--- src/rtl/alu_seq_pkg.sv ---
// Shared types for the registered ALU core: operation codes, flag layout and FSM states.
package alu_seq_pkg;

   typedef enum logic [3:0] {
      OP_ADD  = 4'd0,
      OP_ADC  = 4'd1,
      OP_SUB  = 4'd2,
      OP_SBC  = 4'd3,
      OP_AND  = 4'd4,
      OP_OR   = 4'd5,
      OP_XOR  = 4'd6,
      OP_NOT  = 4'd7,
      OP_NAND = 4'd8,
      OP_NOR  = 4'd9,
      OP_SHL  = 4'd10,
      OP_SHR  = 4'd11,
      OP_ASR  = 4'd12,
      OP_LLI  = 4'd13,
      OP_MUL  = 4'd14,
      OP_RSVD = 4'd15
   } op_t;

   typedef struct packed {
      logic v;
      logic c;
      logic n;
      logic z;
   } flags_t;

   typedef enum logic {
      ST_IDLE    = 1'b0,
      ST_MUL_RUN = 1'b1
   } state_t;

endpackage

--- src/rtl/alu_mul_seq.sv ---
// Iterative shift-add unsigned multiplier: one partial product per clock, WIDTH clocks after Load.
// Instantiated by alu_seq_core only when ALU_MUL_EN is defined.
module alu_mul_seq #(
   parameter int WIDTH = 16,
   parameter int SHW   = $clog2(WIDTH)
) (
   input  logic               Clock,
   input  logic               Reset,
   input  logic               Load,
   input  logic [WIDTH-1:0]   A,
   input  logic [WIDTH-1:0]   B,
   output logic               Busy,
   output logic               Done,
   output logic [2*WIDTH-1:0] Product
);

   localparam logic [SHW-1:0] LAST_ITER = SHW'(WIDTH - 1);

   logic [2*WIDTH-1:0] mcand_q;
   logic [WIDTH-1:0]   mplier_q;
   logic [2*WIDTH-1:0] acc_q, acc_d;
   logic [SHW-1:0]     cnt_q;
   logic               busy_q;

   // Product is the accumulator including the current iteration, so the
   // final value is available on the same edge that completes the last step.
   always_comb begin
      acc_d = acc_q;
      if (mplier_q[0]) begin
         acc_d = acc_q + mcand_q;
      end
   end

   assign Product = acc_d;
   assign Done    = busy_q && (cnt_q == LAST_ITER);
   assign Busy    = busy_q;

   always_ff @(posedge Clock) begin
      if (Reset) begin
         mcand_q  <= '0;
         mplier_q <= '0;
         acc_q    <= '0;
         cnt_q    <= '0;
         busy_q   <= 1'b0;
      end else if (Load && !busy_q) begin
         mcand_q  <= {{WIDTH{1'b0}}, A};
         mplier_q <= B;
         acc_q    <= '0;
         cnt_q    <= '0;
         busy_q   <= 1'b1;
      end else if (busy_q) begin
         acc_q    <= acc_d;
         mcand_q  <= mcand_q << 1;
         mplier_q <= mplier_q >> 1;
         cnt_q    <= cnt_q + 1'b1;
         if (cnt_q == LAST_ITER) begin
            busy_q <= 1'b0;
         end
      end
   end

endmodule

--- src/rtl/alu_seq_core.sv ---
// Registered ALU with single-cycle arith/logic/shift/LLI ops and an optional
// iterative multiply (built only when ALU_MUL_EN is defined).
module alu_seq_core
   import alu_seq_pkg::*;
#(
   parameter int WIDTH = 16,
   parameter int SHW   = $clog2(WIDTH)
) (
   input  logic             Clock,
   input  logic             Reset,
   input  logic             Start,
   input  op_t              Op,
   input  logic [WIDTH-1:0] A,
   input  logic [WIDTH-1:0] B,
   input  logic [SHW-1:0]   ShAmt,
   input  logic             CIn,
   output logic             Ready,
   output logic             Busy,
   output logic             Done,
   output logic [WIDTH-1:0] ALUOut,
   output logic [3:0]       Flags,
   output state_t           DbgState
);

   state_t state_q, state_d;
   logic [WIDTH-1:0] alu_out_q;
   flags_t           flags_q;
   logic             done_q;
   logic             alu_load;

   logic [WIDTH-1:0]          b_opd;
   logic                      carry_in;
   logic [WIDTH:0]            sum;
   logic                      ovf;
   logic [2*WIDTH-1:0]        shl_ext, shr_ext;
   logic signed [2*WIDTH-1:0] asr_ext;
   logic [WIDTH-1:0]          res;
   logic                      res_c, res_v;
   flags_t                    alu_flags;

   // SUB/SBC reuse the adder with an inverted B; C=1 then means no borrow.
   always_comb begin
      b_opd    = B;
      carry_in = 1'b0;
      case (Op)
         OP_ADC:  carry_in = CIn;
         OP_SUB: begin
            b_opd    = ~B;
            carry_in = 1'b1;
         end
         OP_SBC: begin
            b_opd    = ~B;
            carry_in = CIn;
         end
         default: ;
      endcase
   end

   assign sum = {1'b0, A} + {1'b0, b_opd} + {{WIDTH{1'b0}}, carry_in};
   assign ovf = (A[WIDTH-1] == b_opd[WIDTH-1]) && (sum[WIDTH-1] != A[WIDTH-1]);

   // Shifting into a double-width vector leaves the last bit shifted out at
   // the seam (bit WIDTH or WIDTH-1), which is zero when ShAmt is zero.
   assign shl_ext = {{WIDTH{1'b0}}, A} << ShAmt;
   assign shr_ext = {A, {WIDTH{1'b0}}} >> ShAmt;
   assign asr_ext = $signed({A, {WIDTH{1'b0}}}) >>> ShAmt;

   always_comb begin
      res   = '0;
      res_c = 1'b0;
      res_v = 1'b0;
      case (Op)
         OP_ADD, OP_ADC, OP_SUB, OP_SBC: begin
            res   = sum[WIDTH-1:0];
            res_c = sum[WIDTH];
            res_v = ovf;
         end
         OP_AND:  res = A & B;
         OP_OR:   res = A | B;
         OP_XOR:  res = A ^ B;
         OP_NOT:  res = ~A;
         OP_NAND: res = ~(A & B);
         OP_NOR:  res = ~(A | B);
         OP_SHL: begin
            res   = shl_ext[WIDTH-1:0];
            res_c = shl_ext[WIDTH];
         end
         OP_SHR: begin
            res   = shr_ext[2*WIDTH-1:WIDTH];
            res_c = shr_ext[WIDTH-1];
         end
         OP_ASR: begin
            res   = asr_ext[2*WIDTH-1:WIDTH];
            res_c = asr_ext[WIDTH-1];
         end
         OP_LLI:  res = {A[WIDTH-1:WIDTH/2], B[WIDTH/2-1:0]};
         default: res = '0;
      endcase
   end

   assign alu_flags = '{v: res_v, c: res_c, n: res[WIDTH-1], z: (res == '0)};

`ifdef ALU_MUL_EN
   logic               mul_load;
   logic               mul_busy;
   logic               mul_done;
   logic [2*WIDTH-1:0] mul_prod;
   flags_t             mul_flags;

   alu_mul_seq #(.WIDTH(WIDTH), .SHW(SHW)) u_mul (
      .Clock   (Clock),
      .Reset   (Reset),
      .Load    (mul_load),
      .A       (A),
      .B       (B),
      .Busy    (mul_busy),
      .Done    (mul_done),
      .Product (mul_prod)
   );

   assign mul_flags = '{v: 1'b0, c: |mul_prod[2*WIDTH-1:WIDTH],
                        n: mul_prod[WIDTH-1], z: (mul_prod[WIDTH-1:0] == '0)};
`endif

   always_comb begin
      state_d  = state_q;
      alu_load = 1'b0;
`ifdef ALU_MUL_EN
      mul_load = 1'b0;
`endif
      case (state_q)
         ST_IDLE: begin
            if (Start) begin
`ifdef ALU_MUL_EN
               if (Op == OP_MUL) begin
                  mul_load = 1'b1;
                  state_d  = ST_MUL_RUN;
               end else
`endif
               alu_load = 1'b1;
            end
         end
         ST_MUL_RUN: begin
`ifdef ALU_MUL_EN
            if (mul_done || !mul_busy) begin
               state_d = ST_IDLE;
            end
`else
            state_d = ST_IDLE;
`endif
         end
         default: state_d = ST_IDLE;
      endcase
   end

   always_ff @(posedge Clock) begin
      if (Reset) begin
         state_q   <= ST_IDLE;
         alu_out_q <= '0;
         flags_q   <= '0;
         done_q    <= 1'b0;
      end else begin
         state_q <= state_d;
         done_q  <= 1'b0;
         if (alu_load) begin
            alu_out_q <= res;
            flags_q   <= alu_flags;
            done_q    <= 1'b1;
         end
`ifdef ALU_MUL_EN
         if ((state_q == ST_MUL_RUN) && mul_done) begin
            alu_out_q <= mul_prod[WIDTH-1:0];
            flags_q   <= mul_flags;
            done_q    <= 1'b1;
         end
`endif
      end
   end

   assign Busy     = (state_q == ST_MUL_RUN);
   assign Ready    = !Busy;
   assign Done     = done_q;
   assign ALUOut   = alu_out_q;
   assign Flags    = flags_q;
   assign DbgState = state_q;

endmodule

--- config.mk ---
export PLATFORM = sky130hd
export DESIGN_NAME = alu_seq_core
export DESIGN_NICKNAME = d
export VERILOG_FILES = /design/src/rtl/alu_seq_pkg.sv /design/src/rtl/alu_mul_seq.sv /design/src/rtl/alu_seq_core.sv
export SDC_FILE = /design/constraint.sdc
export NUM_CORES = 1
export LEC_CHECK = 0
export CAP_MARGIN = 40
export CORE_AREA = 4 4 106 108
export DETAILED_ROUTE_END_ITERATION = 6
export DIE_AREA = 0 0 110 112
export PLACE_DENSITY = 0.82
export SYNTH_ARGS = -nofsm -noshare
export SYNTH_HDL_FRONTEND = slang
export SYNTH_SLANG_ARGS = --single-unit
--- constraint.sdc ---
create_clock -name Clock -period 7.8 [get_ports Clock]
set_clock_uncertainty 0.1 [all_clocks]
set_input_delay 2.34 -clock Clock [delete_from_list [all_inputs] [get_ports Clock]]
set_output_delay 2.34 -clock Clock [all_outputs]
set_load 0.005 [all_outputs]
Yosys cells after proc, flatten, opt, wreduce, memory -nomap -nowiden
Cells that the tools add are included.
{"block": "totals", "ff_bits": 21, "elab_cells": 46, "inputBits": 44, "output_inout_bits": 24}
{"block": "op_classes", "add_sub_neg": 2, "reduce_logical": 6, "n_eq_ne": 15, "shifts": 3, "bitwise_logic": 7, "mux": 7}
{"cell": "$pmux W16 S11", "n": 1}
{"cell": "$not A16 Y16", "n": 4}
{"cell": "$shr A32 B4 Y32", "n": 1}
{"cell": "$sshr A32 B4 Y32", "n": 1}
{"cell": "$eq A4 B4 Y1 const B", "n": 6}
{"cell": "$add A16 B16 Y17", "n": 1}
{"cell": "$add A17 B1 Y17", "n": 1}
{"cell": "$shl A16 B4 Y17", "n": 1}
{"cell": "$and A16 B16 Y16", "n": 1}
{"cell": "$eq A4 B3 Y1 const B", "n": 4}
{"cell": "$logic_not A16 Y1", "n": 1}
{"cell": "$mux W16", "n": 1}
{"cell": "$or A16 B16 Y16", "n": 1}
{"cell": "$xor A16 B16 Y16", "n": 1}
{"cell": "$eq A4 B2 Y1 const B", "n": 2}
{"cell": "$eq A4 B1 Y1 const B", "n": 1}
{"cell": "$logic_not A4 Y1", "n": 1}
{"cell": "$pmux W1 S4", "n": 1}
{"cell": "$reduce_or A2 Y1", "n": 2}
{"cell": "$reduce_or A4 Y1", "n": 1}
{"cell": "$mux W1", "n": 3}
{"cell": "$pmux W1 S2", "n": 1}
{"cell": "$eq A1 B1 Y1", "n": 1}
{"cell": "$logic_and A1 B1 Y1", "n": 1}
{"cell": "$ne A1 B1 Y1", "n": 1}

Logic depth before layout (Yosys ltp)
{"block": "depth", "word_depth": 8, "mapped_depth": 18, "mapped_depth_nobuf": 15}

Least setup slack after synthesis
OpenSTA, ideal clock, no wires.
{"block": "synth_timing", "kind": "input port to flip-flop", "startpoint": "input port Op[1]", "endpoint": "register flags_q (netlist bit Flags[0])", "path_slack_ps": 1157, "t_required_ps": 7643, "setup_ps": 57, "n_path_buf": 3, "arrival_ps": 6485, "cell_stages": 17, "cell_sequence": "buf_2 > buf_2 > inv_1 > clkbuf_1 > nor2_1 > xnor2_1 > fa_1 > fa_1 > a21oi_1 > o21bai_1 > xnor2_1 > nor2_1 > or4_1 > or3_1 > or4_1 > nor4_2 > a21o_1"}
{"block": "synth_via", "elab_chain_cells": 7, "elab_cells_between_ends": 23, "classes_between": "2 x add/sub; 13 x eq/ne; 3 x mux; 5 x reduce/logical"}
{"element": "start, declared", "line_no": "alu_seq_core.sv:12", "rtl": "input op_t Op,"}
{"element": "$eq A4 B2 Y1", "line_no": "alu_seq_core.sv:45, alu_seq_core.sv:72"}
{"element": "$reduce_or A2 Y1 (no source line)"}
{"element": "$mux W16"}
{"element": "$add A16 B16 Y17", "line_no": "alu_seq_core.sv:59", "rtl": "assign sum = {1'b0, A} + {1'b0, b_opd} + {{WIDTH{1'b0}}, carry_in};"}
{"element": "$add A17 B1 Y17", "line_no": "alu_seq_core.sv:59"}
{"element": "$pmux W16 S11 *", "line_no": "alu_seq_core.sv:72", "rtl": "case (Op)"}
{"element": "$logic_not A16 Y1 *", "line_no": "alu_seq_core.sv:101", "rtl": "assign alu_flags = '{v: res_v, c: res_c, n: res[WIDTH-1], z: (res == '0)};"}
{"element": "end signal, assigned", "line_no": "alu_seq_core.sv:167", "rtl": "flags_q <= alu_flags;"}
{"element": "end, declared", "line_no": "alu_seq_core.sv:27", "rtl": "flags_t flags_q;"}
Mark *: on every way between the ends. The rest lies on a longest branch, timed or not.
A chain may end at the register's enable or synchronous reset.

Final worst setup path
{"block": "layout_timing", "startpoint": "input port Op[2]", "endpoint": "register flags_q (netlist bit Flags[0])"}
The elaborated chain is that of the path after synthesis.

==> summary.md <==
| Metric | Value |
|---|---|
| I/O pins | 68 |
| RSZ-0062 raised after global routing | false |
| Largest net degree at the start of global routing | 42 |
| Sequential power share | 0.189 |
| Site Rows | 37 |
| Synth top area share | 0.115 |
| Most frequent cells in the layout | 64 x nor2_1, 63 x clkdlybuf4s50_1, 58 x nand2_1 |
| CP arrival | 6.84 ns |
| Synth Area per Inst | 7.33 um2 |
| Synth Area in Compound Gates | 0.296 |
| Initial antenna violation count | 0 |
| Clk_lat worst skew | 0.26 ns |
| Post-CTS setup repair buffer count | 0 |
| TritonCTS buffer count | 3 |
| # resized after CTS | 0 |
| Die width | 110 um |
| Crit share post-route | 0.862 |
| First-pass GRT wire length | 30.6 mm |
| GPL Wtd Cong | 1.03 |
| Critical path depth | 17 |
| PortBufs | 64 |
| Top cells by area, synth | ha_1 12%, dfxtp_1 7.9%, mux2i_1 7.7%, mux4_2 6.2%, a21oi_1 5.0% |
| Vias/cell | 6.73 |
| Worst path slowest cell | or4_1 |
| WL final | 19.7 mm |
| Fin util | 0.573 |
| HP Class | reg -> reg |
| Total grt overflow | 0 |
| FF+latch count, synth | 20 |
| Switching share of total power | 0.436 |
| H-tree lvl count | 1 |
| Seq/Total Area, Yosys | 0.0786 |
| Crit Path Category | in -> reg |
| Vias in the first global route | 5,502 |
| Main combinational cell family by area after synthesis | compound AO/OA/AOI/OAI gates |
| Initial Utilization | 0.498 |
| Num Clock Sinks | 20 |
| Core area | 10,200 um2 |
| Power Density | 103 nW/um2 |
| NetSw | 265 uW |
| Synthesized cell area | 5090 um2 |
| GRT Total Usage | 0.315 |
| Top layer in use | met4 |
| Nets | 821 |
| Internal power | 342 uW |
| DRT antenna net count | 0 |
| Leading area contributor after synthesis | ha_1 |
| Mux share of post-synthesis cell area | 0.163 |
| Area growth syn-to-layout | 15.2% |
| Post-Syn Instances | 695 |
| Drt pass-1 iters | 5 |
| CP top delay family | simple AND/OR/NAND/NOR gates |
| Final setup violation count | 0 |
| CTS Hold Buffers Added | 0 |
| Critical path peak fanout | 16 |
| Final hold vios | 0 |
| Final critical-path setup slack | 1.07 ns |
| Post-Synth XOR/XNOR Area | 0.0378 |
| Synth cell types | 81 |
| Hold slack | 0.388 ns |
| Predominant post-synthesis flop cell | dfxtp_1 |
| Clock Path Buffers | 2 |
| Leakage power | 0.00245 uW |
| Slew headroom | 0.421 |
| Worst-path clk slew | 0.08 ns |
| Setup crit start kind | input port |
| Worst IR Drop VDD | 0.0928 mV |
| R2R setup slack | 6.87 ns |
| Die area | 12,300 um2 |
| Worst Path Required | 7.92 ns |
| Combinational group share of total power | 0.636 |
| N_diodes | 0 |
| Clock root buffer | clkbuf_8 |
| Reg2reg path depth | 2 |
| M1 wire length | 7.86 mm |
| Commonest non-fill, non-tap cell in the layout | nor2_1 |
| Synth Area in Adders | 0.123 |
| Post-synth EDFFs | 0 |
| Die height | 112 um |
| CTS tree | built |
| Share of layout cells above drive strength 1 | 0.0867 |
| Simple-Gate Fraction of Synth Area | 0.211 |
| Worst-Margin Slew | 0.858 ns |
| Crit path cell chain | clkdlybuf4s50_1 > inv_1 > nand2_1 > buf_4 > nor2_2 > xnor2_1 > fa_1 > fa_1 > a21oi_1 > o21bai_1 > xnor2_1 > nor2_1 > or4_1 > or3_1 > or4_1 > nor4_2 > a21o_1 |
| Shortest period the worst path allows | 6.73 ns |
| Post-route DRC | 0 |
| Setup TNS Final | 0 ns |
| Max-cap violation count | 0 |
| Asr flop ratio synth | 0 |
| Hold Path Depth | 2 |
| Fill count | 974 |
| Crit path buf inv count | 3 |
| Metal2 WL | 8.78 mm |
| CP peak stage delay | 0.56 ns |
| Setup WS pre-CTS | 0.887 ns |
| CP Capture Type | register |
| Yosys warns | 0 |
| Drt wl/cell | 22.8 um |
| Vias | 5,805 |
| Status | completed |
| FMAX | 0.149 GHz |
| 1st-iter DRT viols | 784 |
| HPWL Detailed | 15.1 mm |
| Fin. max-slew vios | 0 |
| Clock Power Share | 0.174 |
| Power Total | 607 uW |
| WL met3 | 2.24 mm |
[worst reg2reg max path, delay by kind of cell (launching register included)]
family,cells,cell delay (ns)
DFF,1,0.33
AOI/OAI and AO/OA,1,0.12
and+or+nand+nor,1,0.28
[final cells by class]
| class | count | area [um2] | area share |
|---|---|---|---|
| clock buffer | 3 | 41.3 | 0.00704 |
| clock inverter | 1 | 30.0 | 0.00512 |
| inverter | 50 | 188 | 0.0320 |
| multi-input combinational | 571 | 4240 | 0.723 |
| sequential | 20 | 400 | 0.0682 |
| tap | 136 | 170 | 0.0290 |
| timing repair buffer | 82 | 795 | 0.135 |
[cell families (layout without fill, tap and decap cells)]
logic type | after synthesis | count (layout)
compound gates | 218 | 218
xor+xnor | 22 | 22
fa+ha+maj | 49 | 49
buf+inv | 105 | 136
flops | 20 | 20
mux | 63 | 63
other cells | 2 | 3
simple gates | 216 | 216
[final timing paths]
path                                         startpoint                       to
worst max-delay path                              Op[2]    Flags[0]$_SDFFE_PP0P_
worst min-delay path            ALUOut[11]$_SDFFE_PP0P_  ALUOut[11]$_SDFFE_PP0P_
worst max register to register   ALUOut[7]$_SDFFE_PP0P_   ALUOut[7]$_SDFFE_PP0P_
worst min register to register  ALUOut[11]$_SDFFE_PP0P_  ALUOut[11]$_SDFFE_PP0P_
[synth_stat cells, drive strengths merged (16+ instances only)]
library cell  number
nor2              66
nand2             58
a21oi             51
ha                47
inv               46
o21ai             41
mux2i             39
buf               29
clkbuf            26
a211oi            24
xnor2             22
dfxtp             20
nand3             16
[metrics by stage]
step                      cells  instance area [um2]
after floorplan             696                 5100
after global placement      857                 5760
after detailed placement    859                 5800
after CTS                   863                 5870
after global routing        863                 5870
final                       863                 5870
[flip-flops by register name, summed over array words and instances, names as in the netlist]
name    cells
Done        1
Flags       3
ALUOut     16
[routing by layer]
metal  global-route usage  up-vias
met3               0.0603       55
met1                0.433     2749
met2                0.484      373
met5                    0        -
met4                0.116        0
li1                     -     2628
[power groups by stage]
stage               logic, uW  clock network [uW]  registers, uW
floorplan                 244                   0            117
global placement          366                   0            117
detailed placement        372                   0            117
CTS                       375                 105            115
global route              415                 108            116
finish                    386                 106            115
No activity file was read; power rests on OpenSTA's default activity.
